==> config.mk <==
export PLATFORM = sky130hd
export DESIGN_NAME = sipo_shift_register
export DESIGN_NICKNAME = d
export VERILOG_FILES = /design/src/rtl/sipo_pkg.sv /design/src/rtl/sipo_holding_bank.sv /design/src/rtl/sipo_shift_register.sv
export SDC_FILE = /design/constraint.sdc
export NUM_CORES = 1
export LEC_CHECK = 0
export CAP_MARGIN = 20
export CORE_MARGIN = 1
export CORE_UTILIZATION = 52
export CTS_CLUSTER_SIZE = 30
export DETAILED_ROUTE_END_ITERATION = 12
export GPL_TIMING_DRIVEN = 0
export MAX_ROUTING_LAYER = met4
export PLACE_DENSITY = 0.83
export SETUP_SLACK_MARGIN = 0.3
export SYNTH_ARGS = -nofsm -noshare
export SYNTH_HDL_FRONTEND = slang
export SYNTH_SLANG_ARGS = --single-unit
==> constraint.sdc <==
create_clock -name clk -period 2.5 [get_ports clk]
set_input_delay 0.625 -clock clk [delete_from_list [all_inputs] [get_ports clk]]
set_output_delay 0.625 -clock clk [all_outputs]
set_load 0.03 [all_outputs]
==> src/rtl/sipo_pkg.sv <==
// Shared constants, bank encoding and sizing helper for the SIPO receiver.
package sipo_pkg;

    localparam int unsigned DefaultWidth = 8;

    typedef enum logic {
        BANK_A = 1'b0,
        BANK_B = 1'b1
    } bank_sel_e;

    // At least one bit so the counter port is never zero-width.
    function automatic int unsigned cnt_width(input int unsigned width);
        return (width > 1) ? $clog2(width) : 1;
    endfunction

endpackage

==> src/rtl/sipo_holding_bank.sv <==
// One output holding register with a full flag; a write beats a same-cycle ack.
module sipo_holding_bank
    import sipo_pkg::*;
#(
    parameter int unsigned WIDTH = DefaultWidth
) (
    input  logic             clk_i,
    input  logic             rst_ni,
    input  logic             wr_i,
    input  logic [WIDTH-1:0] word_i,
    input  logic             ack_i,
    output logic [WIDTH-1:0] word_o,
    output logic             full_o,
    output logic             refused_o
);

    logic [WIDTH-1:0] word_d, word_q;
    logic             full_d, full_q;
    logic             accept;

    // An ack in the same cycle frees the slot in time for the incoming word.
    assign refused_o = wr_i && full_q && !ack_i;
    assign accept    = wr_i && !refused_o;

    always_comb begin
        word_d = word_q;
        full_d = full_q;
        if (ack_i) begin
            full_d = 1'b0;
        end
        if (accept) begin
            word_d = word_i;
            full_d = 1'b1;
        end
    end

    always_ff @(posedge clk_i or negedge rst_ni) begin
        if (!rst_ni) begin
            word_q <= '0;
            full_q <= 1'b0;
        end else begin
            word_q <= word_d;
            full_q <= full_d;
        end
    end

    assign word_o = word_q;
    assign full_o = full_q;

endmodule

==> src/rtl/sipo_shift_register.sv <==
// Serial-in, parallel-out receiver feeding two alternating holding banks.
module sipo_shift_register
    import sipo_pkg::*;
#(
    parameter int unsigned WIDTH     = DefaultWidth,
    parameter bit          MSB_FIRST = 1'b1,
    localparam int unsigned CntW     = cnt_width(WIDTH)
) (
    input  logic             clk,
    input  logic             reset_n,
    input  logic             ser_in,
    input  logic             shift,
    input  logic             clear,
    input  logic             ack_a,
    input  logic             ack_b,
    output logic [WIDTH-1:0] par_out_a,
    output logic [WIDTH-1:0] par_out_b,
    output logic             full_a,
    output logic             full_b,
    output logic             overrun,
    output logic [CntW-1:0]  bit_count
);

    localparam logic [CntW-1:0] LastBit = CntW'(WIDTH - 1);

    logic [WIDTH-1:0] sr_d, sr_q, sr_shifted;
    logic [CntW-1:0]  cnt_d, cnt_q;
    bank_sel_e        bank_sel_d, bank_sel_q;
    logic             overrun_d, overrun_q;
    logic             complete, wr_a, wr_b, refused_a, refused_b, refused;

    always_comb begin
        if (MSB_FIRST) begin
            sr_shifted = {sr_q[WIDTH-2:0], ser_in};
        end else begin
            sr_shifted = {ser_in, sr_q[WIDTH-1:1]};
        end
    end

    assign complete  = shift && !clear && (cnt_q == LastBit);
    assign wr_a      = complete && (bank_sel_q == BANK_A);
    assign wr_b      = complete && (bank_sel_q == BANK_B);
    assign refused   = refused_a || refused_b;
    assign overrun_d = refused;

    always_comb begin
        sr_d       = sr_q;
        cnt_d      = cnt_q;
        bank_sel_d = bank_sel_q;
        if (clear) begin
            sr_d       = '0;
            cnt_d      = '0;
            bank_sel_d = BANK_A;
        end else if (shift) begin
            sr_d  = sr_shifted;
            cnt_d = complete ? '0 : cnt_q + CntW'(1);
            // A dropped word retries the same bank, so the next word stays in order.
            if (complete && !refused) begin
                bank_sel_d = (bank_sel_q == BANK_A) ? BANK_B : BANK_A;
            end
        end
    end

    always_ff @(posedge clk or negedge reset_n) begin
        if (!reset_n) begin
            sr_q       <= '0;
            cnt_q      <= '0;
            bank_sel_q <= BANK_A;
            overrun_q  <= 1'b0;
        end else begin
            sr_q       <= sr_d;
            cnt_q      <= cnt_d;
            bank_sel_q <= bank_sel_d;
            overrun_q  <= overrun_d;
        end
    end

    sipo_holding_bank #(
        .WIDTH (WIDTH)
    ) u_bank_a (
        .clk_i     (clk),
        .rst_ni    (reset_n),
        .wr_i      (wr_a),
        .word_i    (sr_shifted),
        .ack_i     (ack_a),
        .word_o    (par_out_a),
        .full_o    (full_a),
        .refused_o (refused_a)
    );

    sipo_holding_bank #(
        .WIDTH (WIDTH)
    ) u_bank_b (
        .clk_i     (clk),
        .rst_ni    (reset_n),
        .wr_i      (wr_b),
        .word_i    (sr_shifted),
        .ack_i     (ack_b),
        .word_o    (par_out_b),
        .full_o    (full_b),
        .refused_o (refused_b)
    );

    assign overrun   = overrun_q;
    assign bit_count = cnt_q;

endmodule

### After elaboration in Yosys (flattened, before gate mapping)

Cells that the tools add are included.

* register bits: 30
* input bits: 7
* output and inout port bits: 22
* word-level logic and storage cells: 47

* add/subtract/negate cells: 1
* eq/ne operators: 1
* multiplexer cells: 13
* bitwise operators: 1
* reduce and logical (&&, ||, !) cells: 23

Operators with widths (number)
* 7-bit 2-to-1 mux: 2
* 1-bit logical AND: 11
* 3-bit 2-to-1 mux: 3
* 1-bit 2-to-1 mux: 8
* 2-bit nonzero test: 4
* 1-bit logical NOT: 6
* 3-bit by 1-bit adder with 3-bit output, second input constant: 1
* 3-bit == test, second input constant: 1
* 2-bit AND reduction: 1
* 1-bit logical OR: 1
* 1-bit inverter: 1

### Logic depth before layout (Yosys ltp)

* depth in word-level cells: 12
* gate-level depth with buffers: 6
* gate-level depth less buffers: 5

### Hierarchy

Synthesis repeated with hierarchy kept, for this count alone.

* cell total of the unflattened synthesis: 90
* area, all modules: 1311.3 sq um

By module, submodules not included
* sipo_holding_bank: times used 2, cells each 22, area an instance 381.6 sq um, sequential area each 225.2 sq um
* sipo_shift_register: times used 1, cells each 46, area an instance 548.0 sq um, sequential area each 300.3 sq um

### Worst setup path after synthesis

OpenSTA, ideal clock, no wires.

* kind: flip-flop to flip-flop
* start point: register cnt_q[0] (netlist: bit_count[0])
* end point: register u_bank_a.word_q[0] (netlist: u_bank_a.word_o[0])
* library setup time: 0.125 ns
* arrival time: 1.757 ns
* data required time: 2.375 ns
* slack: 0.618 ns
* cell stages (with the launch flop): 7
* buffers on the path: 1
* clock period less this slack: 1.882 ns
* cell sequence: dfrtp_1 -> ha_1 -> ha_1 -> nand3b_1 -> or3_1 -> buf_6 -> mux2_4

* cells in the longest elaborated chain, start to end: 7

Ends and longest elaborated chain
* from (decl): line sipo_shift_register.sv:27 `logic [CntW-1:0] cnt_d, cnt_q;`
* from (signal assigned): line sipo_shift_register.sv:72 `cnt_q <= cnt_d;`
* 3-bit == test *: line sipo_shift_register.sv:40 `assign complete = shift && !clear && (cnt_q == LastBit);`
* 1-bit logical AND *: line sipo_shift_register.sv:40
* 1-bit logical AND *: line sipo_shift_register.sv:41 `assign wr_a = complete && (bank_sel_q == BANK_A);`
* 1-bit logical AND (2 in a row): line sipo_holding_bank.sv:22 `assign refused_o = wr_i && full_q && !ack_i;`
* 1-bit logical NOT: line sipo_holding_bank.sv:23 `assign accept = wr_i && !refused_o;`
* 1-bit logical AND *: line sipo_holding_bank.sv:23
* to (signal assigned): line sipo_holding_bank.sv:42 `word_q <= word_d;`
* to (decl): line sipo_holding_bank.sv:17 `logic [WIDTH-1:0] word_d, word_q;`

Mark *: on every way between the ends. The rest lies on a longest branch, timed or not.
A chain may end at the register's enable or synchronous reset.

### Worst setup path in the final report

* start point: register cnt_q[0] (netlist: bit_count[0])
* end point: output port bit_count[0]

RTL lines
* to (decl): line sipo_shift_register.sv:21 `output logic [CntW-1:0] bit_count`

No word-level cell between the ends.

==> key figures <==
Outcome
  – Run status: completed

STA
  – Unrepaired setup endpoints after global routing: false
  – Fin crit share: 80.2%
  – Fmax achieved: 0.499 GHz
  – Clock skew: 0.0156 ns
  – Rel. slew slack: 62.7%
  – Final setup viols: 0
  – Final Critical Period: 2.01 ns
  – Hold Vio Cnt, Final: 0
  – Fin. max-slew vios: 0
  – WHS: 0.516 ns
  – Setup TNS: 0 ns
  – Worst-Margin Slew: 0.558 ns

Pwr
  – LEAKAGE: 0.821 nW
  – Power Density: 496 nW/µm²
  – Tot Pwr: 0.808 mW
  – Peak VDD IR: 0.346 mV

Clock tree
  – CTS Buf Count: 5
  – CTS Buffer Depth: 2
  – Cts repair resizes: 0
  – Clk Latency, worst-skew pair: 0.32 ns
  – Clock sinks: 30
  – Clk root buf: clkbuf_4
  – H-tree depth: 2
  – CTS clk-pin slew, worst paths: 0.10 ns
  – CTS tree: built
  – # hold bufs at CTS: 0
  – Postcts setup bufs: 0

Setup path
  – Required @ worst endpoint: 1.88 ns
  – Crit path launch type: register
  – Critical path arrival: 1.38 ns
  – Crit-path slowest cell: clkdlybuf4s50_1
  – Critical path class: reg -> out
  – Worst-path cell chain: clkdlybuf4s50_1
  – R2r setup slk: 0.70 ns
  – Worst Setup End Kind: output pin
  – Largest stage delay on the critical path: 0.68 ns
  – Crit-path max FO: 4
  – Crit-path leading delay family: buffers and inverters
  – CP bufs+invs: 1

Route
  – Post-DR vias/cell: 5.18
  – Post-route antenna net violation count: 0
  – Drt drc: 0
  – Vias: 788
  – DRT Wirelength: 2290 µm
  – First-pass DRT Iterations: 4
  – DRT iter0 DRCs: 6
  – Routed length per instance: 15.1 µm

Synthesis
  – Post-synth top area cell: dfrtp_1
  – Syn Std Cell Area: 1240 µm²
  – Post-Synthesis Cells: 88
  – Average cell area after synthesis: 14.1 µm²
  – Area share of the largest cell type after synthesis: 60.7%
  – Ranking of synthesized cells by area: dfrtp_1 61%, mux2_4 9.7%, mux2_2 7.3%, mux2i_1 6.5%, nor2_1 2.7%
  – Synth cell types: 23
  – Seq/Total Area, Yosys: 60.7%
  – Primary FF master, synth: dfrtp_1
  – Syn nets: 97
  – Synth async-reset ratio: 100%
  – Yosys reg bits: 30
  – Post-synth EDFFs: 0
  – Warnings, synthesis: 0

Min path
  – Hold/Removal Path Class: reg -> reg

Global routing
  – Largest net degree at the start of global routing: 22
  – First-pass GRT wire length: 3930 µm
  – Initial antenna violation count: 0
  – Tot GR Track Use: 22.4%
  – Vias in the first global route: 854
  – Total gr overflow: 0

Place
  – HPWL Detailed: 1620 µm
  – # placed instances: 145
  – GP Congestion: 0.731
  – PortBufs: 28

Cells and area
  – Area occupied by multi-input gates: 454 µm²
  – Seq. cell area: 751 µm²
  – Diode count: 0
  – Fill cells: 170
  – Most common cell after layout, fill and taps aside: dfrtp_1
  – Share of cells above drive strength 1: 22.6%
  – Commonest cells after routing, fill and taps aside: 30 x dfrtp_1, 28 x clkdlybuf4s50_1, 9 x nor2_1
  – Syn-to-layout area delta: 31.5%
  – Fin util: 72.9%
  – Layout net count: 133
  – Final Instance Count excl. Fillers: 152

Floorplan
  – Starting Density: 55.4%
  – Die W: 50.8 µm
  – I/O pin total: 29
  – Chip height: 50.8 µm
  – Die ar.: 2580 µm²
  – Row count: 17
  – CORE AREA: 2230 µm²

Flow run
  – Max Cap Viol: 0
## metal layers
| layer | track usage, % | share of wire [%] | vias to the layer above |
|---|---|---|---|
| li1 | - | - | 373 |
| met1 | 26.9 | 45 | 391 |
| met2 | 35.1 | 48 | 19 |
| met3 | 6.67 | 4.7 | 5 |
| met4 | 9.72 | 1.5 | 0 |
| met5 | - | 0 | - |
## per-stage QoR
stage          worst slack [ns]  instance area, µm²
2_1_floorplan             0.618                1240
3_3_place_gp              0.306                1550
3_5_place_dp              0.281                1580
4_1_cts                   0.478                1630
5_1_grt                   0.439                1630
6_report                  0.494                1630
## Yosys cell counts, types with 2 or more instances
master,instances
dfrtp_1,30
mux2i_1,8
inv_1,2
mux2_4,8
mux2_2,8
nand2_1,2
nor2_1,9
buf_2,2
a21oi_1,3
nand3b_1,2
ha_1,2
## area by class of cell
class | instances | share of cell area (%)
clock buffer | 5 | 2.31
tap | 28 | 2.15
multi-input combinational | 52 | 27.9
buffer | 4 | 1.54
timing repair buffer | 29 | 18.9
sequential | 30 | 46.1
inverter | 2 | 0.461
clock inverter | 2 | 0.615
## flip-flops by register name (all words and copies together) (netlist names)
name,cells
bank_sel_q,1
u_bank_a.full_o,1
sr_q,7
u_bank_b.word_o,8
bit_count,3
u_bank_b.full_o,1
overrun,1
u_bank_a.word_o,8
## logic make-up (layout without fill, tap and decap cells)
family                   Yosys count  after routing  share of synthesized area, %
flip-flops                        30             30                          60.7
buffers and inverters              6             42                          2.63
AO/OA/AOI/OAI                      6              6                          2.83
multiplexers                      24             24                          23.5
AND/OR/NAND/NOR                   20             20                          8.39
adder cells (fa/ha/maj)            2              2                          2.02
## path summary, 6_finish.rpt
kind / from / end / cells after the start
worst max-delay path: bit_count[0]$_DFFE_PN0P_ / bit_count[0] / 1
worst min-delay path: u_bank_b.word_o[2]$_DFFE_PN0P_ / u_bank_b.word_o[2]$_DFFE_PN0P_ / 1
worst max register to register: bit_count[0]$_DFFE_PN0P_ / u_bank_b.word_o[3]$_DFFE_PN0P_ / 6
worst min register to register: u_bank_b.word_o[2]$_DFFE_PN0P_ / u_bank_b.word_o[2]$_DFFE_PN0P_ / 1
max in group asynchronous: reset_n / sr_q[4]$_DFFE_PN0P_ / 2
min in group asynchronous: reset_n / sr_q[6]$_DFFE_PN0P_ / 1
## where the power goes
part / switching [mW] / internal, mW
clock: 0.158 / 0.101
sequential: 0.00428 / 0.489
combinational: 0.0294 / 0.0257
total: 0.192 / 0.616
(Power assumes the default switching activity.)
